## config.mk

```make
export PLATFORM = sky130hd
export DESIGN_NAME = vmem_write_arbiter
export DESIGN_NICKNAME = d
export VERILOG_FILES = /design/src/rtl/vmem_write_arbiter_pkg.sv /design/src/rtl/vmem_write_arbiter_cmd_fifo.sv /design/src/rtl/vmem_write_arbiter.sv
export SDC_FILE = /design/constraint.sdc
export NUM_CORES = 1
export LEC_CHECK = 0
export ABC_CLOCK_PERIOD_IN_PS = 5200
export CORE_MARGIN = 5
export CORE_UTILIZATION = 40
export CTS_CLUSTER_DIAMETER = 150
export DETAILED_ROUTE_END_ITERATION = 12
export GPL_TIMING_DRIVEN = 1
export HOLD_SLACK_MARGIN = 0.15
export PLACE_DENSITY = 0.64
export SYNTH_ARGS = -nofsm -noshare
export SYNTH_HDL_FRONTEND = slang
export SYNTH_SLANG_ARGS = --single-unit
export TNS_END_PERCENT = 30
```

## constraint.sdc

```tcl
create_clock -name Clock -period 5.2 [get_ports Clock]
set_clock_uncertainty 0.05 [all_clocks]
set_input_delay 1.3 -clock Clock [delete_from_list [all_inputs] [get_ports Clock]]
set_output_delay 1.3 -clock Clock [all_outputs]
set_load 0.01 [all_outputs]
```

## src/rtl/vmem_write_arbiter_pkg.sv

```systemverilog
// Shared definitions for the video-memory write arbiter.
// State encoding and default widths shared with the video memory.
package vmem_write_arbiter_pkg;

  localparam int VMA_ADDR_WIDTH  = 10;
  localparam int VMA_COLOR_WIDTH = 3;

  typedef enum logic [1:0] {
    VMA_IDLE  = 2'd0,
    VMA_DRAIN = 2'd1,
    VMA_CLEAR = 2'd2
  } vmaState_e;

endpackage

```

## src/rtl/vmem_write_arbiter_cmd_fifo.sv

```systemverilog
// Write-command FIFO of {address,colour} pairs.
// Pointers carry an extra wrap bit to tell full from empty.
module vmem_cmd_fifo #(
  parameter int ADDR_WIDTH  = 10,
  parameter int COLOR_WIDTH = 3,
  parameter int FIFO_DEPTH  = 4
) (
  input  logic                   Clock,
  input  logic                   Reset,
  input  logic                   iPush,
  input  logic [ADDR_WIDTH-1:0]  iAddress,
  input  logic [COLOR_WIDTH-1:0] iColor,
  input  logic                   iPop,
  output logic [ADDR_WIDTH-1:0]  oAddress,
  output logic [COLOR_WIDTH-1:0] oColor,
  output logic                   oFull,
  output logic                   oEmpty
);

  localparam int PW = $clog2(FIFO_DEPTH);
  localparam int EW = ADDR_WIDTH + COLOR_WIDTH;

  logic [EW-1:0] mem [FIFO_DEPTH];
  logic [PW:0]   wrPtr;
  logic [PW:0]   rdPtr;
  logic          doPush;
  logic          doPop;

  assign oEmpty = (wrPtr == rdPtr);
  assign oFull  = (wrPtr[PW] != rdPtr[PW]) &&
                  (wrPtr[PW-1:0] == rdPtr[PW-1:0]);
  assign doPush = iPush && !oFull;
  assign doPop  = iPop && !oEmpty;
  assign {oAddress, oColor} = mem[rdPtr[PW-1:0]];

  // Storage array; contents need no reset
  always_ff @(posedge Clock) begin
    if (doPush) mem[wrPtr[PW-1:0]] <= {iAddress, iColor};
  end

  // Read and write pointers
  always_ff @(posedge Clock or negedge Reset) begin
    if (!Reset) begin
      wrPtr <= '0;
      rdPtr <= '0;
    end else begin
      if (doPush) wrPtr <= wrPtr + (PW+1)'(1);
      if (doPop)  rdPtr <= rdPtr + (PW+1)'(1);
    end
  end

endmodule

```

## src/rtl/vmem_write_arbiter.sv

```systemverilog
// Serialises buffered CPU pixel writes and a clear-screen
// sweep onto the single registered video-memory write port.
module vmem_write_arbiter
  import vmem_write_arbiter_pkg::*;
#(
  parameter int ADDR_WIDTH  = VMA_ADDR_WIDTH,
  parameter int COLOR_WIDTH = VMA_COLOR_WIDTH,
  parameter int FIFO_DEPTH  = 4,
  parameter int NUM_CELLS   = 1024
) (
  input  logic                   Clock,
  input  logic                   Reset,
  input  logic                   iWriteRequest,
  input  logic [ADDR_WIDTH-1:0]  iWriteAddress,
  input  logic [COLOR_WIDTH-1:0] iWriteColor,
  output logic                   oWriteReady,
  input  logic                   iClearRequest,
  input  logic [COLOR_WIDTH-1:0] iClearColor,
  output logic                   oBusy,
  output logic                   oOverflow,
  output logic                   oVideoMemWrite,
  output logic [ADDR_WIDTH-1:0]  oVideoMemAddress,
  output logic [COLOR_WIDTH-1:0] oVideoMemData
);

  localparam logic [ADDR_WIDTH-1:0] LAST_CELL =
    ADDR_WIDTH'(NUM_CELLS - 1);

  vmaState_e              state;
  vmaState_e              stateNext;
  logic [ADDR_WIDTH-1:0]  counter;
  logic [ADDR_WIDTH-1:0]  counterNext;
  logic [COLOR_WIDTH-1:0] clearColor;
  logic [COLOR_WIDTH-1:0] clearColorNext;
  logic                   writeNext;
  logic [ADDR_WIDTH-1:0]  addrNext;
  logic [COLOR_WIDTH-1:0] dataNext;
  logic                   doPush;
  logic                   doPop;
  logic                   fifoFull;
  logic                   fifoEmpty;
  logic [ADDR_WIDTH-1:0]  fifoAddr;
  logic [COLOR_WIDTH-1:0] fifoColor;

  assign oWriteReady = !fifoFull;
  assign doPush      = iWriteRequest && oWriteReady;
  assign oBusy       = (state != VMA_IDLE) || !fifoEmpty;

  vmem_cmd_fifo #(
    .ADDR_WIDTH (ADDR_WIDTH),
    .COLOR_WIDTH(COLOR_WIDTH),
    .FIFO_DEPTH (FIFO_DEPTH)
  ) uFifo (
    .Clock   (Clock),
    .Reset   (Reset),
    .iPush   (doPush),
    .iAddress(iWriteAddress),
    .iColor  (iWriteColor),
    .iPop    (doPop),
    .oAddress(fifoAddr),
    .oColor  (fifoColor),
    .oFull   (fifoFull),
    .oEmpty  (fifoEmpty)
  );

  // Next state, FIFO pop and next write-port values
  always_comb begin
    stateNext      = state;
    counterNext    = counter;
    clearColorNext = clearColor;
    doPop          = 1'b0;
    writeNext      = 1'b0;
    addrNext       = oVideoMemAddress;
    dataNext       = oVideoMemData;
    unique case (state)
      VMA_IDLE: begin
        if (!fifoEmpty) begin
          doPop     = 1'b1;
          writeNext = 1'b1;
          addrNext  = fifoAddr;
          dataNext  = fifoColor;
        end
        if (iClearRequest) begin
          clearColorNext = iClearColor;
          stateNext      = VMA_DRAIN;
        end
      end
      VMA_DRAIN: begin
        if (!fifoEmpty) begin
          doPop     = 1'b1;
          writeNext = 1'b1;
          addrNext  = fifoAddr;
          dataNext  = fifoColor;
        end else if (!doPush) begin
          stateNext   = VMA_CLEAR;
          counterNext = '0;
        end
      end
      VMA_CLEAR: begin
        writeNext   = 1'b1;
        addrNext    = counter;
        dataNext    = clearColor;
        counterNext = counter + ADDR_WIDTH'(1);
        if (counter == LAST_CELL) begin
          stateNext   = VMA_IDLE;
          counterNext = '0;
        end
      end
      default: stateNext = VMA_IDLE;
    endcase
  end

  // State, sweep counter, clear colour and write-port registers
  always_ff @(posedge Clock or negedge Reset) begin
    if (!Reset) begin
      state            <= VMA_IDLE;
      counter          <= '0;
      clearColor       <= '0;
      oVideoMemWrite   <= 1'b0;
      oVideoMemAddress <= '0;
      oVideoMemData    <= '0;
    end else begin
      state            <= stateNext;
      counter          <= counterNext;
      clearColor       <= clearColorNext;
      oVideoMemWrite   <= writeNext;
      oVideoMemAddress <= addrNext;
      oVideoMemData    <= dataNext;
    end
  end

  // Sticky flag for commands dropped on a full FIFO
  always_ff @(posedge Clock or negedge Reset) begin
    if (!Reset) begin
      oOverflow <= 1'b0;
    end else if (iWriteRequest && !oWriteReady) begin
      oOverflow <= 1'b1;
    end
  end

endmodule

```

* Word-level counts from Yosys, hierarchy flattened
Memories as Yosys holds them, arrays and structs flattened.
Index checks and enable logic that the tools add are counted.
** Word-level totals
- Register bits after elaboration :: 36
- RAM bits :: 52
- Input bits :: 20
- Output and inout bits :: 17
- Logic and storage cells :: 59
- Memories :: 1
** Operators by class
- Add/subtract/negate cells :: 3
- Eq/ne operators :: 11
- Multiplexer cells :: 18
- Reductions and logical operators :: 17
** Memory list
- uFifo.mem :: depth 4, bits a word 13, read ports 1, clocked after Yosys merged registers in 0, wr ports 1, line vmem_write_arbiter_cmd_fifo.sv:23 : logic [EW-1:0] mem [FIFO_DEPTH];
** Operators by type and width (number)
- $mux 10 :: 4
- $pmux 10 s2 :: 2
- $add 10x1->10 const B :: 1
- $eq 10x10->1 const B :: 1
- $ne 2x2->1 const B :: 5
- $mux 2 :: 4
- $add 3x1->3 const B :: 2
- $pmux 2 s3 :: 1
- $pmux 3 s2 :: 1
- $reduce_bool 2->1 :: 3
- $logic_and 1x1->1 :: 5
- $mux 1 :: 4
- $reduce_and 2->1 :: 2
- $reduce_and 4->1 :: 1
- $eq 3x3->1 :: 1
- $mux 3 :: 1
- $reduce_and 3->1 :: 1
- $eq 2x1->1 const B :: 1
- $eq 2x2->1 :: 1
- $eq 2x2->1 const B :: 1
- $logic_not 1->1 :: 2
- $logic_not 2->1 :: 1
- $pmux 1 s2 :: 1
- $reduce_or 2->1 :: 1
- 2 further kinds :: 2

* Logic depth before layout (Yosys ltp)
- Depth in word-level cells :: 7
- Gate-level depth with buffers :: 6
- Depth with buffers taken out :: 5

* Cells and area by module
Synthesis repeated with hierarchy kept, for this count alone.
** Second synthesis, totals
- Cells, all modules :: 264
- Area, all modules :: 3799.9 µm²
** By module, submodules not included
- vmem_cmd_fifo :: instances 1, cells an instance 117, area an instance 2401.1 µm², sequential area each 1711.6 µm²
- vmem_write_arbiter :: instances 1, cells an instance 147, area an instance 1398.8 µm², sequential area each 750.7 µm²

* Worst setup path after synthesis
Ideal clock, no wire load.
- Path kind :: register -> output
- Start :: reg uFifo.rdPtr[0]
- End :: out oBusy
- Arrival time :: 1.311 ns
- Required time :: 3.850 ns
- Path slack :: 2.539 ns
- Stages on the path, launching flop included :: 5
- Cells stage by stage :: dfrtp_1 buf_6 xnor2_4 nand3_4 or3_1
** Between the ends
- Longest elaborated chain between the ends :: 3
** RTL lines
- from (decl) :: line vmem_write_arbiter_cmd_fifo.sv:25 : logic [PW:0] rdPtr;
- from (signal assigned) :: line vmem_write_arbiter_cmd_fifo.sv:48 : if (doPop) rdPtr <= rdPtr + (PW+1)'(1);
- $eq 3x3->1 :: line vmem_write_arbiter_cmd_fifo.sv:29 : assign oEmpty = (wrPtr == rdPtr);
- $logic_not 1->1 :: line vmem_write_arbiter.sv:47 : assign oBusy = (state != VMA_IDLE) || !fifoEmpty;
- $logic_or 1x1->1 :: line vmem_write_arbiter.sv:47
- to (decl) :: line vmem_write_arbiter.sv:19 : output logic oBusy,
No other way between the ends.

* Worst setup path in the final report
- Start :: reg uFifo.rdPtr[1]
- End :: out oBusy
The elaborated chain is that of the path after synthesis.

==> PnR_summary.wiki <==
{| class="wikitable"
! Metric !! Value
|-
| Antenna fix cells || 0
|-
| H-tree levels || 3
|-
| # DRC || 0
|-
| Cell at the root of the clock tree || sky130_fd_sc_hd__clkbuf_8
|-
| Number of nets in the final layout || between 300 and 400
|-
| Max-slew violation count || 0
|-
| Reg-to-reg slack, setup || around 2.8 ns
|-
| Number of antenna violations at the first check in global routing || 0
|-
| Core ar. || 0.00973 sq mm
|-
| Req. time, crit path || between 3 and 4 ns
|-
| Flip-flop and latch count after synthesis || 88
|-
| Vias per cell || between 5 and 6
|-
| Worst Hold Path EP || oOverflow
|-
| Crit share post-route || about three quarters
|-
| Worst hold stages || 1
|-
| Tot GR Track Use || 13.0%
|-
| Warning count from the yosys run || 0
|-
| Final wirelength || roughly 7300 um
|-
| Initial Utilization || approximately two fifths
|-
| Clock edge transition at the registers on the reported setup and hold paths || roughly 0.090 ns
|-
| Predominant post-synthesis flop cell || sky130_fd_sc_hd__edfxtp_1
|-
| Maximum number of pins on one net before global-route repair || 37
|-
| Number of hold-slack violations in the final timing report || 0
|-
| Hpwl dp || roughly 4800 um
|-
| Number of input and output port buffers inserted || 36
|-
| Synthesized netlist cell count || 246
|-
| Clock sinks || 88
|-
| Clock latency of the later-clocked register in the worst-skew pair || about 0.34 ns
|-
| Count of cell types in the netlist || between 40 and 50
|-
| Via count of the first global-routing pass || between 2000 and 2500
|-
| Routed wire length per instance || around 17 um
|-
| Transition time of the tightest slew-check pin || ~0.83 ns
|-
| Layout cell share with drive strength beyond 1 || 14.6%
|-
| Full die area || 0.0120 sq mm
|-
| Peak clock frequency supported by timing || 251 MHz
|-
| Number of standard-cell rows in the floorplan || 36
|-
| Worst-case vdd ir drop || around 190 uV
|-
| Status || finished, final reports clean
|-
| Cts repair resizes || 0
|-
| Launch instance of the worst min-delay path || oOverflow
|-
| Leak pwr || 1.83 nW
|-
| Cell area after synthesis || around 0.0040 sq mm
|-
| Power density normalized to cell area || 607 mW/mm^2
|-
| Global placement routability congestion || around 0.75
|-
| Share of async-settable or async-resettable flops after synthesis || 40.9%
|-
| Number of max-cap violations || 0
|-
| Element type at the critical path start || flop
|-
| TritonCTS clock tree || done
|-
| RR Endpoint || uFifo.mem[3][1]
|-
| Width of the chip || 110 um
|-
| Worst R2R Path Depth || 3
|-
| Wire length of the first global-routing pass || 11800 um
|-
| Num ports || 37
|-
| Synthesis-to-finish area growth || 17.4%
|-
| GRT Residual Overflow || 0
|-
| Unrepaired setup endpoints after global routing || no
|-
| Crit-path max FO || 16
|-
| Launching point of the worst reg2reg path || uFifo.rdPtr[1]
|-
| Count of flip-flops with a built-in enable after synthesis || 52
|-
| DRC violation total after the first TritonRoute iteration || 96
|-
| Setup violation total in the final timing report || 0
|-
| Syn_area_per_cell || approximately 16 sq um
|-
| Summed negative setup slack over all endpoints || 0 ns
|-
| Overall die height || 110 um
|-
| Final ANT Viol Nets || 0
|-
| # hold bufs at CTS || 0
|-
| Relative slew slack || 44.5%
|-
| WP data arrival || 2.64 ns
|-
| Type of the worst setup path || reg -> out
|-
| Number of buffers created by CTS || 9
|-
| Tightest Hold Check Type || reg -> reg
|-
| Post-CTS setup buffer count || 0
|-
| Overall via count from detail_route || roughly 2200
|-
| Net count after synthesis || approximately 270
|-
| Core occupancy in the finished layout || between 40% and 50%
|-
| Sequential share of the synthesized area || about 62%
|-
| Critical Path End Type || output port
|-
| Clock period minus worst slack || 3.99 ns
|-
| TritonRoute pass-1 iters || 4
|-
| Max Buffers Root-to-Sink || 2
|}
-- worst max-delay path, cell delays in order, from the launching register on --
cell	delay, ns
sky130_fd_sc_hd__dfrtp_1	0.86
sky130_fd_sc_hd__xnor2_4	0.24
sky130_fd_sc_hd__nand3_4	0.30
sky130_fd_sc_hd__or3_1	0.40
sky130_fd_sc_hd__clkdlybuf4s50_1	0.48
-- sequential cells by signal (all words and copies together) (netlist names), 2 cells and up --
signal and cells:
state 2, uFifo.mem 52, oVideoMemAddress 10, oVideoMemData 3
uFifo.wrPtr 3, counter 10, uFifo.rdPtr 3, clearColor 3
-- worst max-delay path by stage --
stage | start | end | slack, ns
2_1_floorplan | uFifo.rdPtr[0] | oBusy | 2.54
3_5_place_dp | uFifo.rdPtr[1] | oBusy | 1.55
3_3_place_gp | uFifo.rdPtr[1] | oBusy | 1.55
6_report | uFifo.rdPtr[1] | oBusy | 1.21
4_1_cts | uFifo.rdPtr[1] | oBusy | 1.16
5_1_grt | uFifo.rdPtr[1] | oBusy | 1.05
-- layout make-up --
class / count / area, sq um
sequential: 88 / 2460
multi-input combinational: 138 / 1390
inverter: 6 / 22.5
fill: 868 / 5070
tap: 133 / 166
clock inverter: 6 / 109
timing repair buffer: 39 / 378
clock buffer: 10 / 128
-- cells by family after synthesis --
group                      after synthesis  share of synthesized area, %
xor gates and xnor gates                 8                          2.90
muxes                                   58                          19.3
DFF                                     88                          62.1
adders and majority gates                6                          1.89
buffers and inverters                   20                          2.84
AOI/OAI and AO/OA                       21                          4.23
and+or+nand+nor                         45                          6.72
-- report_power, final --
| group | switching (W) | total, W | internal, W |
|---|---|---|---|
| registers | 0.000181 | 0.00116 | 0.000981 |
| clock network | 0.000234 | 0.000553 | 0.000319 |
| logic | 0.000538 | 0.00111 | 0.000571 |
| total | 0.000953 | 0.00282 | 0.00187 |
-- synthesized netlist by cell type (all sizes together), types with 5 or more instances --
cell type	instances	share of area (%)
mux4	13	7.8
mux2	5	1.4
and3	7	1.1
ha	6	1.9
buf	9	1.8
edfxtp	52	39
nand2	12	1.1
dfrtp	36	23
mux2i	40	10
clkbuf	5	0.50
xnor2	5	2.2
a31oi	6	1.3
nand3	11	1.8
inv	6	0.57
-- stage by stage --
step	cells	instance area, sq um	setup slack (ns)	hold slack (ns)	total power [W]
6_report	420	4650	1.21	0.436	0.00282
5_1_grt	420	4650	1.05	0.468	0.00300
4_1_cts	420	4650	1.16	0.447	0.00287
3_5_place_dp	404	4420	1.55	0.426	0.00231
3_3_place_gp	404	4420	1.55	0.443	0.00229
2_1_floorplan	246	3960	2.54	0.430	0.00197
-- placed cells by master (no fill, tap or decap), types with 2 or more instances in the layout --
cell / netlist / routed
sky130_fd_sc_hd__clkdlybuf4s50_1: 0 / 35
sky130_fd_sc_hd__xor2_1: 3 / 3
sky130_fd_sc_hd__nor3b_1: 2 / 2
sky130_fd_sc_hd__ha_1: 6 / 6
sky130_fd_sc_hd__dfrtp_1: 36 / 36
sky130_fd_sc_hd__xnor2_1: 2 / 2
sky130_fd_sc_hd__mux2i_1: 40 / 40
sky130_fd_sc_hd__edfxtp_1: 52 / 52
sky130_fd_sc_hd__nand2_1: 12 / 12
sky130_fd_sc_hd__inv_1: 6 / 6
sky130_fd_sc_hd__mux2_2: 5 / 5
sky130_fd_sc_hd__nor3_1: 2 / 2
sky130_fd_sc_hd__clkbuf_8: 0 / 9
sky130_fd_sc_hd__bufinv_16: 0 / 3
sky130_fd_sc_hd__xnor2_4: 2 / 2
sky130_fd_sc_hd__o21ai_0: 2 / 2
sky130_fd_sc_hd__nand3_1: 9 / 9
sky130_fd_sc_hd__mux4_1: 4 / 4
sky130_fd_sc_hd__buf_4: 0 / 3
sky130_fd_sc_hd__nor2_1: 3 / 3
sky130_fd_sc_hd__clkinv_2: 0 / 2
sky130_fd_sc_hd__and3_1: 7 / 7
sky130_fd_sc_hd__mux4_2: 9 / 9
sky130_fd_sc_hd__a31oi_1: 5 / 5
sky130_fd_sc_hd__a21oi_1: 3 / 3
-- routing by layer --
| layer | vias up | wire (um) | GRT usage, % |
|---|---|---|---|
| met5 | - | 0 | 0 |
| met3 | 6 | 207 | 1.76 |
| met1 | 1088 | 3580 | 18.6 |
| met4 | 0 | 87 | 4.81 |
| li1 | 1020 | - | - |
| met2 | 38 | 3380 | 20.3 |
Note: power is estimated with default switching activity, not from simulation.
